--- config.mk ---
export PLATFORM = sky130hd
export DESIGN_NAME = adc_sample_conditioner_flat
export DESIGN_NICKNAME = d
export VERILOG_FILES = /design/src/rtl/adc_sample_conditioner_if.sv /design/src/rtl/adc_sample_conditioner.sv /design/src/flat_wrapper.sv
export SDC_FILE = /design/constraint.sdc
export NUM_CORES = 1
export LEC_CHECK = 0
export BUFFER_PORTS_ARGS = -buffer_cell sky130_fd_sc_hd__buf_2
export CAP_MARGIN = 10
export CORE_ASPECT_RATIO = 1.4
export CORE_MARGIN = 2
export CORE_UTILIZATION = 28
export CTS_CLUSTER_DIAMETER = 200
export DETAILED_ROUTE_END_ITERATION = 8
export GPL_TIMING_DRIVEN = 1
export PLACE_DENSITY = 0.53
export SETUP_SLACK_MARGIN = 0.15
export SLEW_MARGIN = 15
export SYNTH_ARGS = -nofsm -noshare
export SYNTH_HDL_FRONTEND = slang
export SYNTH_SLANG_ARGS = --single-unit
--- constraint.sdc ---
create_clock -name clk -period 3.4 [get_ports clk]
set_input_delay 0.68 -clock clk [delete_from_list [all_inputs] [get_ports clk]]
set_output_delay 0.68 -clock clk [all_outputs]
set_load 0.01 [all_outputs]
--- src/rtl/adc_sample_conditioner_if.sv ---
// ADC-to-I2S sample bus: raw ADC codes in, conditioned signed samples and status out.
// adc_valid and out_valid are single-cycle strobes with no back-pressure. The payload is valid only while its strobe
// is high. out_sample holds its value between strobes, clip is only meaningful alongside out_valid, and settled is a
// level signal.
interface adc_sample_conditioner_if #(
  parameter int in_res  = 12,
  parameter int out_res = 16
);
  logic                      adc_valid;
  logic [in_res-1:0]         adc_sample;
  logic signed [out_res-1:0] out_sample;
  logic                      out_valid;
  logic                      clip;
  logic                      settled;

  modport master (
    output adc_valid, adc_sample,
    input  out_sample, out_valid, clip, settled
  );

  modport slave (
    input  adc_valid, adc_sample,
    output out_sample, out_valid, clip, settled
  );
endinterface

--- src/rtl/adc_sample_conditioner.sv ---
// Removes the DC bias from unsigned ADC samples with a first-order tracker, then applies gain and saturates.
// Output is muted until the tracker has seen settle_samples samples after its initial load.
module adc_sample_conditioner #(
  parameter int in_res         = 12,
  parameter int out_res        = 16,
  parameter int dc_shift       = 8,
  parameter int gain_shift     = 4,
  parameter int settle_samples = 256
) (
  input  logic                       clk,
  input  logic                       rst,
  adc_sample_conditioner_if.slave    bus,
  output logic [1:0]                 state_dbg
);

  localparam int acc_w  = in_res + dc_shift;
  localparam int c_w    = in_res + 1;
  localparam int s_w    = c_w + gain_shift;
  localparam int wide_w = ((s_w > out_res) ? s_w : out_res) + 1;
  localparam int cnt_w  = (settle_samples > 1) ? $clog2(settle_samples) : 1;

  localparam logic signed [wide_w-1:0] sat_max = wide_w'((longint'(1) <<< (out_res - 1)) - 1);
  localparam logic signed [wide_w-1:0] sat_min = ~sat_max;

  typedef enum logic [1:0] {
    s_idle   = 2'd0,
    s_settle = 2'd1,
    s_run    = 2'd2
  } state_t;

  state_t            state, state_next;
  logic [acc_w-1:0]  acc, acc_next, acc_upd;
  logic [cnt_w-1:0]  cnt, cnt_next;
  logic [in_res-1:0] dc;

  logic                  s1_valid;
  logic                  s1_mute;
  logic signed [c_w-1:0] s1_c;
  logic signed [c_w-1:0] c_comb;

  logic signed [wide_w-1:0]  s_wide;
  logic                      sat_hi, sat_lo;
  logic signed [out_res-1:0] sat_val;

  logic signed [out_res-1:0] out_sample_q;
  logic                      out_valid_q;
  logic                      clip_q;

  assign dc = acc[acc_w-1:dc_shift];
  // acc - dc never underflows and the sum never exceeds 2^acc_w - 1, so acc_w bits are enough.
  assign acc_upd = acc + acc_w'(bus.adc_sample) - acc_w'(dc);

  always_ff @(posedge clk) begin
    if (rst) begin
      state <= s_idle;
      acc   <= '0;
      cnt   <= '0;
    end else begin
      state <= state_next;
      acc   <= acc_next;
      cnt   <= cnt_next;
    end
  end

  always_comb begin
    state_next = state;
    acc_next   = acc;
    cnt_next   = cnt;
    if (bus.adc_valid) begin
      unique case (state)
        s_idle: begin
          acc_next   = {bus.adc_sample, {dc_shift{1'b0}}};
          cnt_next   = '0;
          state_next = s_settle;
        end
        s_settle: begin
          acc_next = acc_upd;
          cnt_next = cnt + 1'b1;
          if (cnt == cnt_w'(settle_samples - 1)) state_next = s_run;
        end
        s_run: begin
          acc_next = acc_upd;
        end
        default: state_next = s_idle;
      endcase
    end
  end

  // Centre against the dc in effect before this sample updates the tracker.
  assign c_comb = (state == s_idle) ? '0
                : $signed({1'b0, bus.adc_sample}) - $signed({1'b0, dc});

  always_ff @(posedge clk) begin
    if (rst) begin
      s1_valid <= 1'b0;
      s1_mute  <= 1'b0;
      s1_c     <= '0;
    end else begin
      s1_valid <= bus.adc_valid;
      if (bus.adc_valid) begin
        s1_c    <= c_comb;
        s1_mute <= (state != s_run);
      end
    end
  end

  assign s_wide  = wide_w'(s1_c) <<< gain_shift;
  assign sat_hi  = (s_wide > sat_max);
  assign sat_lo  = (s_wide < sat_min);
  assign sat_val = sat_hi ? sat_max[out_res-1:0]
                 : sat_lo ? sat_min[out_res-1:0]
                 : s_wide[out_res-1:0];

  always_ff @(posedge clk) begin
    if (rst) begin
      out_sample_q <= '0;
      out_valid_q  <= 1'b0;
      clip_q       <= 1'b0;
    end else begin
      out_valid_q <= s1_valid;
      clip_q      <= s1_valid && !s1_mute && (sat_hi || sat_lo);
      if (s1_valid) out_sample_q <= s1_mute ? '0 : sat_val;
    end
  end

  assign bus.out_sample = out_sample_q;
  assign bus.out_valid  = out_valid_q;
  assign bus.clip       = clip_q;
  assign bus.settled    = (state == s_run);
  assign state_dbg      = state;

endmodule

--- src/flat_wrapper.sv ---
// flat-port wrapper written by rule: the top's interface ports become plain ports
module adc_sample_conditioner_flat 
#(
  parameter int in_res         = 12,
  parameter int out_res        = 16,
  parameter int dc_shift       = 8,
  parameter int gain_shift     = 4,
  parameter int settle_samples = 256
)
  (clk, rst, state_dbg, bus_adc_valid, bus_adc_sample, bus_out_sample, bus_out_valid, bus_clip, bus_settled);
  adc_sample_conditioner_if #(.in_res(in_res), .out_res(out_res)) bus_i ();
  input  logic clk;
  input  logic rst;
  output logic [1:0] state_dbg;
  input wire logic [$bits(bus_i.adc_valid)-1:0] bus_adc_valid;
  input wire logic [$bits(bus_i.adc_sample)-1:0] bus_adc_sample;
  output wire logic [$bits(bus_i.out_sample)-1:0] bus_out_sample;
  output wire logic [$bits(bus_i.out_valid)-1:0] bus_out_valid;
  output wire logic [$bits(bus_i.clip)-1:0] bus_clip;
  output wire logic [$bits(bus_i.settled)-1:0] bus_settled;
  assign bus_i.adc_valid = bus_adc_valid;
  assign bus_i.adc_sample = bus_adc_sample;
  assign bus_out_sample = bus_i.out_sample;
  assign bus_out_valid = bus_i.out_valid;
  assign bus_clip = bus_i.clip;
  assign bus_settled = bus_i.settled;
  adc_sample_conditioner #(.in_res(in_res), .out_res(out_res), .dc_shift(dc_shift), .gain_shift(gain_shift), .settle_samples(settle_samples)) u_core (.clk(clk), .rst(rst), .bus(bus_i), .state_dbg(state_dbg));
endmodule
; Word-level counts from Yosys, hierarchy flattened
; Cells that the tools add are included.
[totals]
register_bits = 63
word_cells = 40
out_inout_bits = 21
in_bits = 15
[classes]
n_bitwise = 1
order_cmp = 2
eq_ne = 5
n_addsub = 4
reduce_logical = 11
mux = 8
[ops]
columns = cell, count
row1 = two-way mux 16 bit, 3
row2 = one-hot mux 20 bit (2 select lines), 1
row3 = adder 20 x 12 -> 20 bit, 1
row4 = subtractor 20 x 12 -> 20 bit, 1
row5 = "> comparator 17 x 16 -> 1 bit, second input constant", 1
row6 = "< comparator 17 x 16 -> 1 bit, second input constant", 1
row7 = one-hot mux 8 bit (2 select lines), 1
row8 = two-way mux 13 bit, 1
row9 = subtractor 12 x 12 -> 13 bit, 1
row10 = "adder 8 x 1 -> 8 bit, second input constant", 1
row11 = "equality test 8 bit, second input constant", 1
row12 = one-hot mux 2 bit (3 select lines), 1
row13 = AND reduction 2 bit, 2
row14 = nonzero test 2 bit, 2
row15 = AND reduction 3 bit, 1
row16 = "equality test 2 x 1 -> 1 bit, second input constant", 1
row17 = "equality test 2 bit, second input constant", 1
row18 = logical AND 1 bit, 2
row19 = zero test 2 bit, 1
row20 = two-way mux 2 bit, 1
row21 = "!= test 2 x 1 -> 1 bit, second input constant", 1
row22 = "!= test 2 bit, second input constant", 1
row23 = OR reduction 2 bit, 1
row24 = zero test 1 bit, 1
row25 = other kinds (2), 2

; Logic depth before layout (Yosys ltp)
[depth]
depth_word = 4
depth_mapped = 13
depth_no_buf = 13

; Least setup slack after synthesis
; No wires, ideal clock.
[synth_timing]
path_kind = input to register
startpoint = in bus_adc_sample[7]
endpoint = reg u_core.acc[16]
t_required_ns = 3.297
path_slack_ns = 0.391
setup_ns = 0.103
path_buffers = 1
t_arrival_ns = 2.906
stages = 12
cell_sequence = inv_1 > fa_1 > inv_1 > ha_1 > buf_2 > a211oi_1 > o21ai_0 > o211ai_1 > nand4b_1 > o22ai_1 > xor2_1 > a2111oi_2
[synth_via]
elab_chain_cells = 3
[synth_lines]
columns = item, line
row1 = start: declaration, flat_wrapper.sv:16  ; input wire logic [$bits(bus_i.adc_sample)-1:0] bus_adc_sample;
row2 = adder 20 x 12 -> 20 bit, adc_sample_conditioner.sv:51  ; assign acc_upd = acc + acc_w'(bus.adc_sample) - acc_w'(dc);
row3 = subtractor 20 x 12 -> 20 bit, adc_sample_conditioner.sv:51
row4 = one-hot mux 20 bit (2 select lines), adc_sample_conditioner.sv:70  ; unique case (state)
row5 = end signal: assignment, adc_sample_conditioner.sv:60  ; acc <= acc_next;
row6 = end: declaration, adc_sample_conditioner.sv:32  ; logic [acc_w-1:0] acc, acc_next, acc_upd;
; Every way passes these cells.
; A chain may end at the register's enable or synchronous reset.

; Worst setup path after layout
[layout_timing]
startpoint = in bus_adc_sample[1]
endpoint = reg u_core.acc[16]
; The elaborated chain is that of the path after synthesis.

==> results by group <==
Critical path
  – Endpoint type of the worst setup path: flop
  – Slowest stage delay, CP: 0.52 ns
  – Critical Path RT: 3.63 ns
  – CP Class: input port to flop
  – Worst flop-to-flop path startpoint: u_core.acc[10]$_SDFFE_PP0P_
  – CP max stage cell: fa_1
  – Startpoint types: input port
  – Crit-path cells: buf_2 -> inv_1 -> fa_1 -> fa_1 -> nand2b_1 -> a21oi_1 -> o2111ai_1 -> nand4b_1 -> o22ai_1 -> xor2_1 -> a2111oi_2
  – Crit path top cell by count: fa_1
  – CP bufs+invs: 2
  – CP arrival: 3.26 ns
  – Worst Path Max Fanout: 3
  – Worst Setup SP: bus_adc_sample[1]
  – Worst path top cell family by delay: adder cells

Timing
  – Final Slew Violations: 0
  – Slew margin rel.: 29.82%
  – Setup ws final: 0.3691 ns
  – Fin. Hold Viols: 0
  – Actual slew at the worst max-slew pin: 1.053 ns
  – Fin crit share: 89.14%
  – Final Setup Violations: 0
  – Max Clock Freq: 0.3299 GHz
  – Clock Skews: 0.008139 ns
  – Final min period: 3.031 ns
  – RSZ-0062 raised after global routing: false
  – Setup total negative slack: 0 ns

Die
  – Die H: 150.8 um
  – Die width: 108.8 um
  – Core area: 15050 um^2
  – Io pins: 36
  – FP Rows: 53
  – Initial Util: 28.63%
  – Die area: 16410 um^2

CTS
  – Skew-Pair Late Insertion Delay: 0.33 ns
  – CTS buffer count: 9
  – Clk root buf: clkbuf_16
  – # H-tree levels: 3
  – CTS clk-pin slew, worst paths: 0.06 ns
  – Clock sink count: 60
  – Post-CTS Setup Bufs: 0
  – Cts hold-fix bufs: 0
  – CTS tree: built
  – PostCTS Resize Cnt: 0
  – Clock buffer depth: 2

Route
  – Post-DRT Antenna Nets: 0
  – # DRC: 0
  – Total wire length: 11.15 mm
  – DRT iter0 DRCs: 282
  – Wirelength per Cell: 14.67 um
  – Vias post-DR: 3821
  – Via-per-instance ratio: 5.028
  – DRT Pass-1 Iters: 5

Hold path
  – Hold path start: u_core.acc[0]$_SDFFE_PP0P_
  – Hold WC Path Type: flop to flop

Global routing
  – Vias in the first global route: 3714
  – First-pass GRT wire length: 18.31 mm
  – Initial antenna violation count: 0
  – Largest net degree at the start of global routing: 36
  – Overflow after GRT: 0
  – GR Util All Layers: 14.29%

Placed design
  – Dpl ws: 0.02558 ns
  – DP HPWL: 8.830 mm
  – Placer Congestion: 0.8714
  – Port Buffers: 35

Finish
  – Final net count: 632
  – Layout cells sized above 1: 12.85%
  – Syn-to-layout area delta: 16.58%
  – Fill cell total of the finished layout: 1567
  – ANT cells: 0

Logic synthesis
  – Synth top area share: 27.87%
  – Async SR Flop Fraction: 0%
  – Cell count after synthesis: 529
  – FF+latch count, synth: 60
  – Top FF cell, synth: dfxtp_1
  – Most numerous cell in the Yosys netlist: inv_1
  – Syn. warnings: 0
  – Post-Syn Nets: 598
  – EDFF count, synth: 0
  – Post-synth top area cell: dfxtp_1
  – Post-synth cell types: 59
  – Mean Syn Cell Area: 8.146 um^2
  – Synth Cell Area: 4309 um^2
  – Sequential fraction of the synthesis area: 27.87%
  – Post-synth top cells: inv_1 (66), dfxtp_1 (60), nor2_1 (46)
  – Synth top area cells: dfxtp_1 (28%), ha_1 (12%), fa_1 (6.0%)

Power
  – VDD IR max: 0.0002607 V
  – Lkg Pwr: 2.156 nW
  – Power per cell area: 652.9 nW/um^2

Run status
  – Run status: finished, final reports clean

Run
  – Max-Cap Viols: 0
final timing paths:
check	to	slack (ns)	depth (start not counted)
setup reg to reg	u_core.acc[17]$_SDFFE_PP0P_	0.46	11
hold reg to reg	u_core.acc[0]$_SDFFE_PP0P_	0.46	2
setup / recovery	u_core.acc[16]$_SDFFE_PP0P_	0.37	11
hold / removal	u_core.acc[0]$_SDFFE_PP0P_	0.46	2
cell type report:
type | instances | area (um^2) | share of cell area [%]
multi-input combinational | 376 | 2744 | 54.62
sequential | 60 | 1201 | 23.91
timing repair buffer | 50 | 287.8 | 5.729
inverter | 66 | 247.7 | 4.932
clock buffer | 11 | 242.7 | 4.832
tap | 192 | 240.2 | 4.782
clock inverter | 5 | 60.06 | 1.196
state kept, by name, indices dropped and copies added (netlist names):
name / count
u_core.bus.out_sample: 13
u_core.s1_valid: 1
u_core.acc: 20
u_core.s1_mute: 1
u_core.bus.out_valid: 1
u_core.s1_c: 13
u_core.state_dbg: 2
u_core.bus.clip: 1
u_core.cnt: 8
routing by layer:
metal	up-vias	share of wire, %	GRT usage, %
met2	95	53	26.63
met1	1792	40	15.43
met4	0	3.3	6.410
met3	27	4.0	2.625
met5	-	0	0
li1	1907	-	-
power by group:
group / total [mW] / internal [mW] / leakage, nW / switching [mW]
logic: 1.53 / 0.648 / 1.52 / 0.887
registers: 0.826 / 0.768 / 0.489 / 0.0584
clock network: 0.919 / 0.589 / 0.146 / 0.329
through the flow:
stage | util [%] | std cells | total power, mW | cell area (um^2) | hold slack [ns]
after detailed placement | 31.36 | 744 | 2.357 | 4721 | 0.4503
after CTS | 33.37 | 760 | 3.302 | 5024 | 0.4585
final | 33.37 | 760 | 3.280 | 5024 | 0.4560
after global placement | 31.36 | 744 | 2.349 | 4721 | 0.4433
after floorplan | - | 529 | 1.971 | 4309 | 0.4319
after global routing | 33.37 | 760 | 3.520 | 5024 | 0.4776
cells by family (layout without fill, tap and decap cells):
logic type,count (synthesis),in the layout,share of synthesized area [%]
multiplexers,6,6,1.423
XOR/XNOR,27,27,5.488
AO/OA/AOI/OAI,138,138,21.86
AND/OR/NAND/NOR,151,151,16.96
buffers and inverters,93,132,8.449
adder cells (fa/ha/maj),54,54,17.94
flip-flops,60,60,27.87
placed cells by master, fill, tap and decap left out, types with 6 or more instances in the layout:
master	instances
a211oi_1	6
a21o_1	9
a21oi_1	40
a22oi_1	8
a31oi_1	14
buf_2	35
buf_4	15
clkbuf_16	9
dfxtp_1	60
fa_1	13
ha_1	41
inv_1	66
nand2_1	36
nand2b_1	17
nand3_1	10
nor2_1	46
nor3_1	13
o21a_1	7
o21ai_0	18
xnor2_1	12
xor2_1	15
worst reg2reg max path: cells and delay by family (launching register included):
family,cells,cell delay [ns]
and+or+nand+nor,1,0.06
AOI/OAI and AO/OA,6,1.34
buffers and inverters,2,0.17
DFF,1,0.39
adders and majority gates,2,0.91
No activity file was read; power rests on OpenSTA's default activity.
